===== config.mk =====
export PLATFORM = sky130hd
export DESIGN_NAME = instr_fetch_unit
export DESIGN_NICKNAME = d
export VERILOG_FILES = /design/src/rtl/kgp_isa_pkg.sv /design/src/rtl/ifu_pc_reg.sv /design/src/rtl/instr_fetch_unit.sv
export SDC_FILE = /design/constraint.sdc
export NUM_CORES = 1
export LEC_CHECK = 0
export CAP_MARGIN = 20
export CORE_MARGIN = 8
export CORE_UTILIZATION = 25
export DETAILED_ROUTE_END_ITERATION = 7
export PLACE_DENSITY_LB_ADDON = 0.2
export SYNTH_ARGS = -nofsm -noshare
export SYNTH_HDL_FRONTEND = slang
export SYNTH_SLANG_ARGS = --single-unit

===== constraint.sdc =====
create_clock -name clk -period 4.4 [get_ports clk]
set_clock_uncertainty 0.05 [all_clocks]
set_input_delay 0.88 -clock clk [delete_from_list [all_inputs] [get_ports clk]]
set_output_delay 0.88 -clock clk [all_outputs]
set_load 0.01 [all_outputs]

===== src/rtl/kgp_isa_pkg.sv =====
// -----------------------------------------------------------------------------
// kgp_isa_pkg
// Shared KGPminiRISC ISA definitions: instruction field bit positions, opcode
// constants, the fetch-unit FSM state type and the default PC increment.
// No ports (package).
// -----------------------------------------------------------------------------
package kgp_isa_pkg;

    localparam int unsigned INSTR_W     = 32;

    // Instruction field positions
    localparam int unsigned OPCODE_MSB  = 31;
    localparam int unsigned OPCODE_LSB  = 26;
    localparam int unsigned RS_MSB      = 25;
    localparam int unsigned RS_LSB      = 21;
    localparam int unsigned RT_MSB      = 20;
    localparam int unsigned RT_LSB      = 16;
    localparam int unsigned IMM_MSB     = 15;
    localparam int unsigned IMM_LSB     = 0;
    localparam int unsigned LABEL_MSB   = 25;
    localparam int unsigned LABEL_LSB   = 0;
    localparam int unsigned FUNC_MSB    = 4;
    localparam int unsigned FUNC_LSB    = 0;

    // Opcode constants
    localparam logic [5:0] OP_ALU       = 6'b000000;
    localparam logic [5:0] OP_JUMP      = 6'b001010;
    localparam logic [5:0] OP_CALL      = 6'b001100;

    // Byte distance between sequential instructions
    localparam int unsigned PC_STEP_DEF = 4;

    typedef enum logic [1:0] {
        IDLE  = 2'd0,
        FETCH = 2'd1,
        HOLD  = 2'd2
    } ifu_state_t;

endpackage


===== src/rtl/ifu_pc_reg.sv =====
// -----------------------------------------------------------------------------
// ifu_pc_reg
// Program counter register with its redirect / sequential-increment mux.
// Redirect wins over increment; redirect targets are forced word-aligned.
// Ports:
//   clk, rst_n        clock, asynchronous active-low reset (pc <= RESET_PC)
//   i_redirect        load i_redirect_pc (low 2 bits cleared)
//   i_redirect_pc     redirect target
//   i_advance         pc <= pc + PC_STEP (wraps modulo 2^ADDR_W)
//   o_pc              current PC
// -----------------------------------------------------------------------------
module ifu_pc_reg
    import kgp_isa_pkg::*;
#(
    parameter int unsigned       ADDR_W   = 32,
    parameter logic [ADDR_W-1:0] RESET_PC = '0,
    parameter int unsigned       PC_STEP  = PC_STEP_DEF
) (
    input  logic              clk,
    input  logic              rst_n,
    input  logic              i_redirect,
    input  logic [ADDR_W-1:0] i_redirect_pc,
    input  logic              i_advance,
    output logic [ADDR_W-1:0] o_pc
);

    logic [ADDR_W-1:0] r_pc;
    logic [ADDR_W-1:0] w_pc_next;

    always_comb begin
        w_pc_next = r_pc;
        if (i_redirect) begin
            w_pc_next = i_redirect_pc & ~ADDR_W'(3);
        end else if (i_advance) begin
            w_pc_next = r_pc + ADDR_W'(PC_STEP);
        end
    end

    always_ff @(posedge clk or negedge rst_n) begin
        if (!rst_n) begin
            r_pc <= RESET_PC;
        end else begin
            r_pc <= w_pc_next;
        end
    end

    assign o_pc = r_pc;

endmodule


===== src/rtl/instr_fetch_unit.sv =====
// -----------------------------------------------------------------------------
// instr_fetch_unit
// KGPminiRISC fetch stage. Owns the PC, issues word reads over a req/ack
// handshake, holds the returned instruction for decode (valid/ready) and
// squashes wrong-path fetches on a PC redirect.
// Optional feature macro: IFU_PERF_CNT_EN adds retired/squash counters.
// Ports:
//   clk, rst_n                    clock, asynchronous active-low reset
//   i_fetch_en                    permits issuing new fetches
//   o_imem_req / o_imem_addr      fetch request and word address
//   i_imem_ack / i_imem_rdata     single-cycle acknowledge with data
//   i_redirect_valid/_pc          taken branch/jump target (one-cycle pulse)
//   o_out_valid / i_out_ready     instruction handshake towards decode
//   o_instr                       held instruction word
//   o_opcode/o_func/o_rs/o_rt/o_imm16/o_label26   instruction fields
//   o_pc_out / o_pc_link          PC of held instruction and PC + PC_STEP
//   o_retired_cnt/o_squash_cnt    (IFU_PERF_CNT_EN only) event counters
// -----------------------------------------------------------------------------
module instr_fetch_unit
    import kgp_isa_pkg::*;
#(
    parameter int unsigned       ADDR_W   = 32,
    parameter logic [ADDR_W-1:0] RESET_PC = 32'h0000_0000,
    parameter int unsigned       PC_STEP  = PC_STEP_DEF
) (
    input  logic              clk,
    input  logic              rst_n,
    input  logic              i_fetch_en,
    output logic              o_imem_req,
    output logic [ADDR_W-1:0] o_imem_addr,
    input  logic              i_imem_ack,
    input  logic [31:0]       i_imem_rdata,
    input  logic              i_redirect_valid,
    input  logic [ADDR_W-1:0] i_redirect_pc,
    output logic              o_out_valid,
    input  logic              i_out_ready,
    output logic [31:0]       o_instr,
    output logic [5:0]        o_opcode,
    output logic [4:0]        o_func,
    output logic [4:0]        o_rs,
    output logic [4:0]        o_rt,
    output logic [15:0]       o_imm16,
    output logic [25:0]       o_label26,
    output logic [ADDR_W-1:0] o_pc_out,
`ifdef IFU_PERF_CNT_EN
    output logic [31:0]       o_retired_cnt,
    output logic [31:0]       o_squash_cnt,
`endif
    output logic [ADDR_W-1:0] o_pc_link
);

    ifu_state_t        r_state;
    logic              r_drop;
    logic [ADDR_W-1:0] r_drop_addr;
    logic [31:0]       r_instr;
    logic [ADDR_W-1:0] r_pc_out;

    logic [ADDR_W-1:0] w_pc;
    logic              w_fetch;
    logic              w_hold;
    logic              w_advance;

    assign w_fetch   = (r_state == FETCH);
    assign w_hold    = (r_state == HOLD);
    // Only an accepted (non-dropped) ack moves the PC forward; redirect
    // priority is resolved inside the PC register.
    assign w_advance = w_fetch & i_imem_ack & ~r_drop;

    ifu_pc_reg #(
        .ADDR_W   (ADDR_W),
        .RESET_PC (RESET_PC),
        .PC_STEP  (PC_STEP)
    ) u_pc_reg (
        .clk           (clk),
        .rst_n         (rst_n),
        .i_redirect    (i_redirect_valid),
        .i_redirect_pc (i_redirect_pc),
        .i_advance     (w_advance),
        .o_pc          (w_pc)
    );

    always_ff @(posedge clk or negedge rst_n) begin
        if (!rst_n) begin
            r_state     <= IDLE;
            r_drop      <= 1'b0;
            r_drop_addr <= '0;
            r_instr     <= '0;
            r_pc_out    <= '0;
        end else begin
            unique case (r_state)
                IDLE: begin
                    if (i_fetch_en) begin
                        r_state <= FETCH;
                    end
                end
                FETCH: begin
                    if (i_imem_ack) begin
                        if (i_redirect_valid) begin
                            // Data is wrong-path; refetch at the new PC.
                            r_drop  <= 1'b0;
                            r_state <= FETCH;
                        end else if (r_drop) begin
                            r_drop  <= 1'b0;
                            r_state <= i_fetch_en ? FETCH : IDLE;
                        end else begin
                            r_instr  <= i_imem_rdata;
                            r_pc_out <= w_pc;
                            r_state  <= HOLD;
                        end
                    end else if (i_redirect_valid) begin
                        // PC moves on, but the outstanding request must keep
                        // its original address until the memory acks it.
                        if (!r_drop) begin
                            r_drop_addr <= w_pc;
                        end
                        r_drop <= 1'b1;
                    end
                end
                HOLD: begin
                    if (i_redirect_valid || i_out_ready) begin
                        r_state <= i_fetch_en ? FETCH : IDLE;
                    end
                end
                default: begin
                    r_state <= IDLE;
                end
            endcase
        end
    end

    assign o_imem_req  = w_fetch;
    assign o_imem_addr = r_drop ? r_drop_addr : w_pc;
    // A redirect squashes the held instruction in the same cycle.
    assign o_out_valid = w_hold & ~i_redirect_valid;

    assign o_instr   = r_instr;
    assign o_opcode  = r_instr[OPCODE_MSB:OPCODE_LSB];
    assign o_func    = r_instr[FUNC_MSB:FUNC_LSB];
    assign o_rs      = r_instr[RS_MSB:RS_LSB];
    assign o_rt      = r_instr[RT_MSB:RT_LSB];
    assign o_imm16   = r_instr[IMM_MSB:IMM_LSB];
    assign o_label26 = r_instr[LABEL_MSB:LABEL_LSB];
    assign o_pc_out  = r_pc_out;
    assign o_pc_link = r_pc_out + ADDR_W'(PC_STEP);

`ifdef IFU_PERF_CNT_EN
    logic        w_retire;
    logic        w_squash;
    logic [31:0] r_retired_cnt;
    logic [31:0] r_squash_cnt;

    assign w_retire = o_out_valid & i_out_ready;
    // Squash: held instruction killed, or ack data thrown away.
    assign w_squash = (w_hold & i_redirect_valid)
                    | (w_fetch & i_imem_ack & (r_drop | i_redirect_valid));

    always_ff @(posedge clk or negedge rst_n) begin
        if (!rst_n) begin
            r_retired_cnt <= '0;
            r_squash_cnt  <= '0;
        end else begin
            if (w_retire) begin
                r_retired_cnt <= r_retired_cnt + 32'd1;
            end
            if (w_squash) begin
                r_squash_cnt <= r_squash_cnt + 32'd1;
            end
        end
    end

    assign o_retired_cnt = r_retired_cnt;
    assign o_squash_cnt  = r_squash_cnt;
`endif

endmodule


==> impl_results.md <==
- CTS Buffer Depth: 2
- Cell Rows: 60
- Leakage power: 3.81 nW
- Num Clock Sinks: 127
- Initial core utilization: 0.254
- GPL Wtd Cong: approximately 0.75
- Hold_buf cts: 0
- Antenna cells: 0
- Tot Pwr: 6.99 mW
- FF+latch count, synth: 127
- Max Freq: 0.267 GHz
- Critical Path RT: 3.47 ns
- DR WL/cell: roughly 19 um
- Post-synth EDFFs: 0
- Post-synth ARST share: 1.00
- Worst Path Arrival: 2.82 ns
- GRT overflow: 0
- Final non-filler cell total: 1161
- Area of the mapped netlist: 0.00680 mm2
- Die X: 181 um
- Post-CTS Setup Bufs: 0
- CTS buffer count: 17
- Worst ir drop on vdd: 0.291 mV
- Die Y: roughly 180 um
- First-pass detailed-route iteration total: 5
- Yosys cell types: 40
- Fin Setup TNS: 0 ns
- H-tree levels: 4
- Place WS: 1.00 ns
- Slew headroom: 0.455
- Status: complete, no violations
- Post-route ant nets: 0
- Number of global-route vias before repair: 5623
- Post_cts resized: 0
- Worst setup margin: 0.655 ns
- Maximum fanout along the worst path: 7
- Hold Path Class: register to register
- Nets: 879
- Vias per inst: between 4 and 5
- Die Footprint: roughly 0.033 mm2
- Final Util: 0.366
- Category of the most critical setup path: register to output pin
- Cells after DPL: roughly 1100
- Via count: 5414
- Number of I/O port buffers: roughly 260
- Worst slew pin tran: approximately 0.82 ns
- Worst Setup End Kind: output pin
- Residual DRC: 0
- Root Buffer Master: clkbuf_16
- I/O Pins: 263
- Total global-route track usage: 0.135
- RSZ-0062 raised after global routing: false
- Startpoint types: register
- Layout area overhead: 44.4%
- Synth Instances: 614
- Clock transition at path regs: 0.06 ns
- Initial antenna violation count: 0
- Hpwl dp: between 15 and 20 mm
- CORE AREA: 0.0268 mm2
- Final Hold Viols: 0
- Synth warn: 0
- Initial DRC Count: 313
- Clk_lat worst skew: 0.42 ns
- Cell Pwr Density: roughly 700 mW/mm2
- Syn Area/Cell: 11.1 um2
- Minimum clock period: 3.75 ns
- CTS tree: done
- Final wirelength: around 22 mm
- Final setup fails: 0
- Largest net degree at the start of global routing: 80
- Sequential-to-total area share from yosys stat: 0.468
- Layout cells sized above 1: 0.204
- Wire length of the first global-routing pass: 34.5 mm
- Predominant post-synthesis flop cell: dfrtp_1
- Slew Limit Fails: 0
- Max-Cap Viols: 0
- Final cycle utilization of the critical path: 0.851
## area by class of cell
cell class | count | area [um2]
Sequential cell | 127 | 3180
Inverter | 7 | 26.3
Multi-Input combinational cell | 389 | 3000
Tap cell | 341 | 427
Clock inverter | 13 | 88.8
Clock buffer | 19 | 453
Timing Repair Buffer | 265 | 2640
Fill cell | 2707 | 17000
## layer usage
metal,GRT usage,share of wire,wire length (um),up-vias
met1,0.164,0.43,9630,2679
met3,0.0586,0.086,1920,16
li1,-,-,-,2530
met2,0.217,0.47,10500,189
met5,0,0,0,-
met4,0.0321,0.011,240,0
## placed cells by master (no fill, tap or decap), types with 2 or more instances in the layout
master / count
or2_2: 2
clkinv_2: 5
nor2_1: 22
dfrtp_1: 127
clkinvlp_4: 5
xor2_1: 14
a31oi_1: 18
inv_6: 2
and2_1: 6
clkbuf_16: 17
clkbuf_8: 2
inv_1: 7
o31ai_1: 14
nor2b_1: 3
conb_1: 4
and4_1: 3
nor4_1: 2
a21oi_1: 2
o21ai_0: 16
nand2_1: 40
mux2_2: 118
o21a_1: 2
and3_1: 12
nand4_1: 21
buf_4: 8
nor3_1: 3
or3_1: 5
ha_1: 2
or4_1: 21
nand3_1: 22
xnor2_1: 21
clkdlybuf4s50_1: 255
o211ai_1: 4
## synth_stat cells (2+ instances only)
| library cell | n | share of area |
|---|---|---|
| o211ai_1 | 4 | 0.0044 |
| or4_1 | 21 | 0.023 |
| buf_2 | 5 | 0.0037 |
| and2_1 | 6 | 0.0055 |
| xor2_1 | 14 | 0.018 |
| or2_2 | 2 | 0.0018 |
| clkbuf_1 | 17 | 0.0094 |
| or3_1 | 5 | 0.0046 |
| nor4_1 | 2 | 0.0018 |
| a21oi_1 | 2 | 0.0015 |
| and3_1 | 12 | 0.011 |
| dfrtp_1 | 127 | 0.47 |
| nand4_1 | 21 | 0.019 |
| inv_1 | 7 | 0.0039 |
| nor3_1 | 3 | 0.0022 |
| nor2b_1 | 3 | 0.0028 |
| nand3_1 | 22 | 0.016 |
| xnor2_1 | 21 | 0.027 |
| buf_1 | 4 | 0.0022 |
| ha_1 | 2 | 0.0037 |
| mux2_2 | 118 | 0.20 |
| nand2_1 | 40 | 0.022 |
| o21a_1 | 2 | 0.0022 |
| o31ai_1 | 14 | 0.015 |
| and4_1 | 3 | 0.0039 |
| a31oi_1 | 18 | 0.017 |
| buf_4 | 68 | 0.075 |
| o21ai_0 | 16 | 0.012 |
| nor2_1 | 24 | 0.013 |
## registers in the layout, summed over array words and instances (netlist names)
signal / flops
o_instr: 32
o_pc_out: 30
r_drop: 1
r_drop_addr: 32
r_state: 2
u_pc_reg.o_pc: 30
## cells by family after synthesis
logic type / count (synthesis) / share of synthesized area
buf+inv: 101 / 0.0943
mux: 119 / 0.197
compound gates: 58 / 0.0539
xor+xnor: 35 / 0.0451
simple gates: 171 / 0.138
other cells: 1 / 0.000552
flops: 127 / 0.468
fa+ha+maj: 2 / 0.00368
## metrics by stage
step	area [um2]	hold slack, ns
final	9820	0.425
after global routing	9820	0.455
after CTS	9820	0.433
after detailed placement	9270	0.418
after global placement	9270	0.412
after floorplan	6810	0.400
## worst max-delay path, cell delays in order, from the launching register on
cell and delay [ns]:
dfrtp_1 0.49, nand4_1 0.26, or4_1 0.65, nor3_1 0.29, xor2_1 0.16, clkdlybuf4s50_1 0.55
## path summary, 6_finish.rpt
kind	startpoint	to	slack, ns	cells after the start
min in group asynchronous	rst_n	r_drop_addr[14]$_DFFE_PN0P_	0.45	1
hold reg to reg	r_drop_addr[1]$_DFFE_PN0P_	r_drop_addr[1]$_DFFE_PN0P_	0.42	1
setup reg to reg	r_drop$_DFFE_PN0P_	u_pc_reg.o_pc[26]$_DFFE_PN0P_	1.42	5
max in group asynchronous	rst_n	o_instr[29]$_DFFE_PN0P_	2.95	2
hold / removal	r_drop_addr[1]$_DFFE_PN0P_	r_drop_addr[1]$_DFFE_PN0P_	0.42	1
setup / recovery	o_pc_out[12]$_DFFE_PN0P_	o_pc_link[30]	0.65	5
## where the power goes
part           internal [mW]  switching (mW)  total [mW]
clock network          0.748           0.553        1.30
registers               1.63           0.552        2.18
logic                   2.16            1.35        3.51
(Power assumes the default switching activity.)
